--- src/rtl/core_seq_ctrl.sv ---
// Multi-cycle FETCH/DECODE/EXEC/MEM/WB sequencer for the NPC core with imem/dmem handshakes.
// Optional performance counters are compiled in with `define CTRL_PERF_CNT_EN.
module core_seq_ctrl #(
    parameter int MEM_TIMEOUT   = 255,
    parameter bit RESET_PC_LOAD = 1'b1
) (
    input  logic        clk,
    input  logic        rst,
    output logic        imem_req,
    input  logic        imem_ack,
    output logic        ir_we,
    input  logic        dec_is_load,
    input  logic        dec_is_store,
    input  logic        dec_is_ebreak,
    input  logic        dec_illegal,
    output logic        dmem_req,
    output logic        dmem_we,
    input  logic        dmem_ack,
    output logic        reg_we,
    output logic        pc_we,
    output logic        halt,
    output logic        bus_err,
`ifdef CTRL_PERF_CNT_EN
    output logic [63:0] cycle_cnt,
    output logic [63:0] instret_cnt,
`endif
    output logic [2:0]  state_o
);

    typedef enum logic [2:0] {
        S_IDLE   = 3'd0,
        S_FETCH  = 3'd1,
        S_DECODE = 3'd2,
        S_EXEC   = 3'd3,
        S_MEM    = 3'd4,
        S_WB     = 3'd5,
        S_HALT   = 3'd6
    } state_t;

    localparam logic [7:0] TIMEOUT_LIMIT = 8'(MEM_TIMEOUT);

    state_t     state_reg, state_next;
    logic [7:0] wait_cnt_reg;
    logic       is_load_reg;
    logic       is_store_reg;
    logic       bus_err_reg;
    logic       waiting;
    logic       timeout_hit;

    // A cycle with a request outstanding but no ack; an ack at the limit wins.
    assign waiting     = ((state_reg == S_FETCH) && !imem_ack) ||
                         ((state_reg == S_MEM)   && !dmem_ack);
    assign timeout_hit = waiting && (wait_cnt_reg == TIMEOUT_LIMIT);

    always_ff @(posedge clk) begin
        if (rst) begin
            state_reg    <= S_IDLE;
            wait_cnt_reg <= 8'd0;
            is_load_reg  <= 1'b0;
            is_store_reg <= 1'b0;
            bus_err_reg  <= 1'b0;
        end else begin
            state_reg <= state_next;
            if ((state_next == S_FETCH || state_next == S_MEM) && state_next != state_reg)
                wait_cnt_reg <= 8'd0;
            else if (waiting)
                wait_cnt_reg <= wait_cnt_reg + 8'd1;
            if (state_reg == S_DECODE) begin
                is_load_reg  <= dec_is_load;
                is_store_reg <= dec_is_store;
            end
            if (timeout_hit)
                bus_err_reg <= 1'b1;
        end
    end

    always_comb begin
        state_next = state_reg;
        unique case (state_reg)
            S_IDLE:   state_next = S_FETCH;
            S_FETCH: begin
                if (imem_ack)         state_next = S_DECODE;
                else if (timeout_hit) state_next = S_HALT;
            end
            S_DECODE: state_next = (dec_illegal || dec_is_ebreak) ? S_HALT : S_EXEC;
            S_EXEC:   state_next = (is_load_reg || is_store_reg) ? S_MEM : S_WB;
            S_MEM: begin
                if (dmem_ack)         state_next = is_store_reg ? S_FETCH : S_WB;
                else if (timeout_hit) state_next = S_HALT;
            end
            S_WB:     state_next = S_FETCH;
            S_HALT:   state_next = S_HALT;
            default:  state_next = S_IDLE;
        endcase
    end

    always_comb begin
        imem_req = 1'b0;
        ir_we    = 1'b0;
        dmem_req = 1'b0;
        dmem_we  = 1'b0;
        reg_we   = 1'b0;
        pc_we    = 1'b0;
        halt     = 1'b0;
        unique case (state_reg)
            // Gated by rst so the reset-vector load fires only once reset has been released.
            S_IDLE:  pc_we = RESET_PC_LOAD && !rst;
            S_FETCH: begin
                imem_req = 1'b1;
                ir_we    = imem_ack;
            end
            S_MEM: begin
                dmem_req = 1'b1;
                dmem_we  = is_store_reg;
                pc_we    = dmem_ack && is_store_reg;
            end
            S_WB: begin
                reg_we = 1'b1;
                pc_we  = 1'b1;
            end
            S_HALT:  halt = 1'b1;
            default: ;
        endcase
    end

    assign bus_err = bus_err_reg;
    assign state_o = state_reg;

`ifdef CTRL_PERF_CNT_EN
    logic [63:0] cycle_cnt_reg;
    logic [63:0] instret_cnt_reg;

    // The launch cycle out of IDLE counts, as does the cycle that enters HALT; HALT itself is frozen.
    always_ff @(posedge clk) begin
        if (rst) begin
            cycle_cnt_reg   <= 64'd0;
            instret_cnt_reg <= 64'd0;
        end else begin
            if (state_reg != S_HALT)
                cycle_cnt_reg <= cycle_cnt_reg + 64'd1;
            if ((state_reg == S_WB) || (state_reg == S_MEM && dmem_ack && is_store_reg))
                instret_cnt_reg <= instret_cnt_reg + 64'd1;
        end
    end

    assign cycle_cnt   = cycle_cnt_reg;
    assign instret_cnt = instret_cnt_reg;
`endif

endmodule

--- config.mk ---
export PLATFORM = sky130hd
export DESIGN_NAME = core_seq_ctrl
export DESIGN_NICKNAME = d
export VERILOG_FILES = /design/src/rtl/core_seq_ctrl.sv
export SDC_FILE = /design/constraint.sdc
export NUM_CORES = 1
export LEC_CHECK = 0
export CELL_PAD_IN_SITES_DETAIL_PLACEMENT = 1
export CELL_PAD_IN_SITES_GLOBAL_PLACEMENT = 2
export CORE_MARGIN = 4
export CORE_UTILIZATION = 39
export DETAILED_ROUTE_END_ITERATION = 10
export DONT_BUFFER_PORTS = 1
export GPL_TIMING_DRIVEN = 1
export PLACE_DENSITY = 0.79
export SYNTH_ARGS = -nofsm -noshare
export SYNTH_HDL_FRONTEND = slang
export SYNTH_SLANG_ARGS = --single-unit
--- constraint.sdc ---
create_clock -name clk -period 2.7 [get_ports clk]
set_input_delay 0.54 -clock clk [delete_from_list [all_inputs] [get_ports clk]]
set_output_delay 0.54 -clock clk [all_outputs]
set_load 0.05 [all_outputs]
=== After elaboration in Yosys (flattened, before gate mapping) ===
Cells that the tools add are included.

* Register bits: 14
* Bits of input ports: 8
* Output and inout port bits: 11
* Logic and storage cells: 45

* Add/sub/neg operators: 1
* Eq/ne operators: 10
* Muxes and demuxes: 14
* Reductions and logical operators: 15

{| class="wikitable"
|+ Operator list
! operator !! number
|-
| one-hot mux 3 bit (6 select lines) || 1
|-
| two-way mux 3 bit || 5
|-
| == test 3 bit (second input constant) || 4
|-
| adder 8 x 1 -> 8 bit (second input constant) || 1
|-
| == test 8 bit (second input constant) || 1
|-
| two-way mux 1 bit || 7
|-
| == test 3 x 1 -> 1 bit (second input constant) || 2
|-
| == test 3 x 2 -> 1 bit (second input constant) || 2
|-
| logical AND 1 bit || 5
|-
| logical OR 1 bit || 4
|-
| OR reduction 2 bit || 2
|-
| zero test 1 bit || 3
|-
| zero test 3 bit || 1
|-
| inequality test 3 bit || 1
|-
| one-hot mux 1 bit (3 select lines) || 1
|}

=== Longest topological paths before layout ===
Gate-level depths: netlist of the first run.

* Word-level depth: 11
* Depth in mapped cells: 7
* Gate-level depth less buffers: 6

=== Worst setup path after synthesis of the first run ===
OpenSTA, ideal clock, no wires.

* Path type: register to output
* From: register state_reg[2] (netlist: state_o[2])
* To: output reg_we
* Data arrival time: 2.045 ns
* Required time: 2.160 ns
* Slack: 0.115 ns
* Stages on the path, launching flop included: 4
* Buffers on the path: 1
* Cells stage by stage: dfxtp_1 > buf_2 > inv_1 > nor3_1

* Cells in the longest elaborated chain, start to end: 2

{| class="wikitable"
|+ RTL lines
! what !! line !! source
|-
| from (decl) || 42 || <nowiki>state_t state_reg, state_next;</nowiki>
|-
| from (signal assigned) || 63 || <nowiki>state_reg <= state_next;</nowiki>
|-
| == test 3 bit || 105 || <nowiki>unique case (state_reg)</nowiki>
|-
| two-way mux 1 bit || 105 ||
|-
| to (decl) || 19 || <nowiki>output logic reg_we,</nowiki>
|}

No other way between the ends.

=== Worst setup path after layout of the first run ===
* From: register state_reg[2] (netlist: state_o[2])
* To: output dmem_req

* Cells in the longest elaborated chain, start to end: 2

{| class="wikitable"
|+ RTL lines
! what !! line !! source
|-
| == test 3 bit || 105 ||
|-
| two-way mux 1 bit || 105 ||
|-
| to (decl) || 16 || <nowiki>output logic dmem_req,</nowiki>
|}

No other way between the ends.

==> results of run 1 <==
[cells in the mapped netlist, types with 3 or more instances]
master    instances  area, sq um
a211oi_2          6         75.1
a21oi_1           4         20.0
xor2_1            3         26.3
nor2_1            7         26.3
and3_1            6         37.5
dfxtp_1          14          280
mux2i_1           3         30.0
inv_1             5         18.8
a211oi_1          3         22.5
xnor2_1           4         35.0
nand4_1           4         25.0
[logic make-up (layout without fill, tap and decap cells)]
logic type,Yosys count,after routing
flip-flops,14,14
AO/OA/AOI/OAI,23,23
buffers and inverters,10,16
AND/OR/NAND/NOR,34,34
adder cells (fa/ha/maj),1,1
XOR/XNOR,7,7
multiplexers,4,4
[metrics by stage]
step / instance area, sq um / hold slack [ns] / power, W / utilization (%)
3_5_place_dp: 947 / 0.507 / 0.000425 / 45.9
4_1_cts: 983 / 0.286 / 0.000580 / 47.7
2_1_floorplan: 883 / 0.462 / 0.000391 / -
3_3_place_gp: 947 / 0.492 / 0.000420 / 45.9
5_1_grt: 983 / 0.276 / 0.000602 / 47.7
6_report: 983 / 0.304 / 0.000570 / 47.7
[cell usage in the layout (no fill, tap or decap), types with 4 or more instances in the layout]
cell type,synthesis,final
and3_1,6,6
nor2_1,7,7
buf_4,0,6
xnor2_1,4,4
dfxtp_1,14,14
a211oi_2,6,6
inv_1,5,5
a21oi_1,4,4
nand4_1,4,4
[worst paths after layout]
check                   start               to  slack [ns]  cells past startpoint
hold reg to reg   is_load_reg      is_load_reg        0.52                      2
setup / recovery   state_o[2]         dmem_req        0.41                      2
setup reg to reg   state_o[1]  wait_cnt_reg[0]        0.52                      5
hold / removal            rst  wait_cnt_reg[3]        0.30                      1
[cell type report]
type	instances	area, sq um	area share (%)
Clock buffer	4	36.3	3.69
Inverter	5	18.8	1.91
Multi-Input combinational cell	69	549	55.9
Sequential cell	14	280	28.5
Tap cell	27	33.8	3.44
Timing Repair Buffer	7	65.1	6.62
[where the power goes]
| part | switching [W] | leakage [nW] | internal (W) |
|---|---|---|---|
| Combinational | 0.000122 | 0.208 | 0.0000657 |
| Sequential | 0.0000172 | 0.113 | 0.000215 |
| Clock | 0.0000676 | 0.0210 | 0.0000822 |
| Total | 0.000207 | 0.343 | 0.000363 |
[layer usage]
metal | global-route usage, % | routed length, um | vias to the layer above | part of all wire (%)
met5 | 0 | 0 | - | 0
met4 | 5.21 | 24 | 0 | 1.1
met3 | 5.34 | 112 | 2 | 5.3
met2 | 22.5 | 997 | 16 | 47
met1 | 17.7 | 967 | 349 | 46
li1 | - | - | 359 | -
[worst register-to-register path: stages (launching register included)]
cell	delay [ns]
dfxtp_1	0.45
or3b_1	0.50
nor4_2	0.46
o211ai_2	0.17
mux2i_4	0.35
a211oi_1	0.14
==> impl_metrics.json, run 1 <==
{
  "outcome": "completed",
  "synth_top_family_by_area": "simple AND/OR/NAND/NOR gates",
  "grt-ovfl-total": 0,
  "grtUsageTotal_pct": 14.3,
  "fin_skew_ns": 0.00667,
  "period_minus_slack_ns": 2.29,
  "slowest_delay_ns": 0.59,
  "setup.worst_path.start_class": "flop",
  "drcViolationCount": 0,
  "fin_crit_sh_pct": 85.0,
  "die_w_um": 55.6,
  "fp.coreArea_sq_um": 2060,
  "start_util_pct": 42.8,
  "power.leakage_nw": 0.343,
  "path_max_fanout": 15,
  "ios": 19,
  "synth_ff_type": "dfxtp_1",
  "critPathArrivalTime_ns": 1.75,
  "largest_reg_flops": 8,
  "numCtsBuffers": 3,
  "power_density_nw_per_um2": 579,
  "worst_setup_path_end_kind": "primary output",
  "synth_nets": 102,
  "ys_ff_latch": 14,
  "dp_hpwl_um": 1590,
  "htree_levels": 1,
  "path_cells": "or3b_2, inv_1",
  "n_antenna_cell": 0,
  "synthToLayoutAreaGrowth_pct": 11.3,
  "setup_tns_ns": 0,
  "crit_slowest_cell": "dfxtp_1",
  "die-area_sq_um": 3090,
  "synth_fa_ha_area_share_pct": 1.42,
  "n_fill_cell": 239,
  "final_nets": 109,
  "holdBufCountCts": 0,
  "cts_tree": "done",
  "synth_edf_count": 0,
  "wl_um": 2100,
  "grt_pass1_wl_um": 3510,
  "async_reset_ff_share_pct": 0,
  "cp_top_family": "flip-flops",
  "detailroute.via_count": 726,
  "port_buffers": 0,
  "grt_pass1_vias": 721,
  "setup-violations-final": 0,
  "gp_congestion": 0.767,
  "dp_cells": 122,
  "synth_cell_type_count": 39,
  "drt_first_pass_iters": 4,
  "syn_avg_cell_area_sq_um": 9.50,
  "vdd_drop_max_mv": 0.371,
  "die_h_um": 55.6,
  "synth.area.mux_share_pct": 5.95,
  "ctsResizeCount": 0,
  "cts_root_buffer": "clkbuf_4",
  "relSlewSlack_pct": 65.9,
  "ant_nets": 0,
  "seq_area_frac_synth_pct": 31.7,
  "drv_cap": 0,
  "rsz0062_at_grt": "false",
  "hp-class": "in -> reg",
  "drive_gt1_share_pct": 25.3,
  "first_iter_violations": 13,
  "drv_slew": 0,
  "antenna_found_initial": 0,
  "setup_slack_ns": 0.406,
  "layout.cells.non_filler": 126,
  "worst_skew_pair.late_latency_ns": 0.29,
  "clock_path_buffers": 2,
  "syn_area_sq_um": 883,
  "synth-xor-area-share_pct": 6.94,
  "place_ws_ns": 0.541,
  "vias_per_cell": 5.76,
  "cts_post_setup_buffers_inserted": 0,
  "path_clk_slew_ns": 0.08,
  "synth_compound_area_share_pct": 23.5,
  "clock.fmax_mhz": 436,
  "yosys_warnings": 0,
  "yosys.area_share.simple_pct": 24.4,
  "finalHoldViolCount": 0,
  "wire_per_inst_um": 16.7,
  "cp.buffers_inverters": 1,
  "grt_start_max_net_pins": 16,
  "tightest_slew_ns": 0.511,
  "cts.sinks": 14,
  "critPathKind": "reg -> out",
  "syn-instance-count": 93,
  "cp.required_ns": 2.16,
  "rows": 16
}
(Power assumes the default switching activity.)
==> run 2: changes to the inputs <==
--- a/config.mk
+++ b/config.mk
@@ -8,11 +8,11 @@
 export CELL_PAD_IN_SITES_DETAIL_PLACEMENT = 1
 export CELL_PAD_IN_SITES_GLOBAL_PLACEMENT = 2
 export CORE_MARGIN = 4
-export CORE_UTILIZATION = 39
+export CORE_UTILIZATION = 33
 export DETAILED_ROUTE_END_ITERATION = 10
 export DONT_BUFFER_PORTS = 1
 export GPL_TIMING_DRIVEN = 1
-export PLACE_DENSITY = 0.79
+export PLACE_DENSITY = 0.71
 export SYNTH_ARGS = -nofsm -noshare
 export SYNTH_HDL_FRONTEND = slang
 export SYNTH_SLANG_ARGS = --single-unit
==> constraint.sdc (replaced) <==
create_clock -name clk -period 2 [get_ports clk]
set_input_delay 0.4 -clock clk [delete_from_list [all_inputs] [get_ports clk]]
set_output_delay 0.4 -clock clk [all_outputs]
set_load 0.05 [all_outputs]
==> run 2 against run 1 <==
Compared with the run above:
- routed wire length up 6.5%
- clock-buffer cell count decreased by 1
- clock skew shrank 0.0026 ns
- flip-flop and latch count did not move
- first-iteration DRC count rose by 62%
- sequential power is 32% higher
- setup slack worse by 0.34 ns
- register-to-register slack worse by 0.42 ns
- worst hold slack worse by 0.13 ns
- global-route usage is 0.51 points lower
- critical path type unchanged
- highest routed layer unchanged
==> impl_metrics.json, run 2 (same netlist as run 1, synthesis figures left out) <==
{
  "outcome": "completed",
  "detailroute.via_count": 782,
  "ff2ff_setup_slack_ns": 0.10,
  "cts_tree": "done",
  "cp.required_ns": 1.60,
  "vias_per_cell": 5.55,
  "grt_pass1_wl_um": 3740,
  "worstHoldStart": "rst",
  "rows": 18,
  "clock_path_buffers": 2,
  "fp.coreArea_sq_um": 2520,
  "layout_common_cells": "buf_4 (18), dfxtp_1 (11), nor2_1 (7)",
  "power_density_nw_per_um2": 702,
  "port_buffers": 0,
  "cts_root_buffer": "clkbuf_4",
  "grt-ovfl-total": 0,
  "ff2ff_path_depth": 6,
  "whs_path_depth": 1,
  "die_w_um": 59.7,
  "dp_hpwl_um": 1730,
  "drv_slew": 0,
  "hp-class": "in -> reg",
  "grt_pass1_vias": 812,
  "ant_nets": 0,
  "clock.fmax_mhz": 518,
  "final_common_cell": "buf_4",
  "wire_per_inst_um": 15.9,
  "cts.sinks": 14,
  "drv_cap": 0,
  "first_iter_violations": 21,
  "drcViolationCount": 0,
  "fin_skew_ns": 0.00405,
  "final_nets": 122,
  "gp_congestion": 0.733,
  "reg2reg_from": "state_o[0]",
  "setup_tns_ns": 0,
  "critPathKind": "reg -> out",
  "path_clk_slew_ns": 0.08,
  "grtUsageTotal_pct": 13.8,
  "n_antenna_cell": 0,
  "start_util_pct": 35.0,
  "whs_endpoint": "state_o[0]",
  "die_h_um": 59.7,
  "relSlewSlack_pct": 65.8,
  "tightest_slew_ns": 0.512,
  "htree_levels": 1,
  "holdBufCountCts": 0,
  "drt_first_pass_iters": 4,
  "ios": 19,
  "worst_skew_pair.late_latency_ns": 0.28,
  "drive_gt1_share_pct": 41.4,
  "period_minus_slack_ns": 1.93,
  "path_max_fanout": 8,
  "grt_start_max_net_pins": 16,
  "antenna_found_initial": 0,
  "rr_endpoint": "wait_cnt_reg[2]",
  "finalHoldViolCount": 0,
  "setup.worst_path.start_class": "flop",
  "worst_setup_path_end_kind": "primary output",
  "setup-violations-final": 0,
  "vdd_drop_max_mv": 0.327,
  "critPathArrivalTime_ns": 1.53,
  "numCtsBuffers": 3,
  "die-area_sq_um": 3570,
  "power.leakage_nw": 0.414,
  "largest_reg_flops": 8,
  "timing.hold.ws_ns": 0.175,
  "fin_crit_sh_pct": 96.6,
  "synthToLayoutAreaGrowth_pct": 27.3,
  "wl_um": 2240
}
[run 2: report_power, final]
group | internal, W | switching (W)
registers | 0.000291 | 0.0000150
clock network | 0.0000699 | 0.0000845
logic | 0.000140 | 0.000190
[run 2: worst max path at each step]
stage | start | end | slack, ns | cells past startpoint
after floorplan | state_o[0] | wait_cnt_reg[0] | 0.03 | 5
after global placement | state_o[0] | wait_cnt_reg[0] | -0.03 | 5
after detailed placement | state_o[0] | wait_cnt_reg[0] | -0.05 | 5
after CTS | state_o[0] | ir_we | 0.03 | 4
after global routing | state_o[0] | reg_we | -0.01 | 5
final | state_o[0] | ir_we | 0.07 | 4
[run 2: cell type report]
| class | instances | area [sq um] |
|---|---|---|
| well taps | 30 | 37.5 |
| repair buffers | 20 | 175 |
| flip-flops and latches | 14 | 289 |
| multi-input cells | 69 | 578 |
| inverters | 5 | 22.5 |
| clock buffers | 3 | 22.5 |
| fillers | 298 | 1400 |
[run 2: timing repair]
| item | in CTS | in global routing |
|---|---|---|
| hold endpoints to repair | 0 | 0 |
| gates resized for setup | 3 | 3 |
| pin swaps | 0 | 1 |
| setup buffers | 0 | 1 |
| cloned | 0 | 0 |
| setup endpoints to repair | 9 | 11 |
[run 2: routing by layer]
metal	up-vias	share of wire, %	track usage, %
li1	382	-	-
met1	378	46	17.5
met2	18	48	22.2
met3	4	4.8	4.32
met4	0	0.89	4.11
met5	-	0	0
[run 2: worst max-delay path, cell delays in order (launching register included)]
cell        delay (ns)
dfxtp_4           0.38
or3b_4            0.42
buf_4             0.16
clkinvlp_4        0.07
and2_4            0.23
[run 2: stage by stage]
step	setup WS, ns	power [W]	utilization [%]	area [sq um]	cells
3_5_place_dp	-0.0460	0.000603	42.0	1060	137
5_1_grt	-0.0122	0.000837	44.6	1120	141
6_report	0.0684	0.000790	44.6	1120	141
4_1_cts	0.0339	0.000766	43.4	1090	140
2_1_floorplan	0.0274	0.000536	-	901	93
3_3_place_gp	-0.0322	0.000597	42.0	1060	137
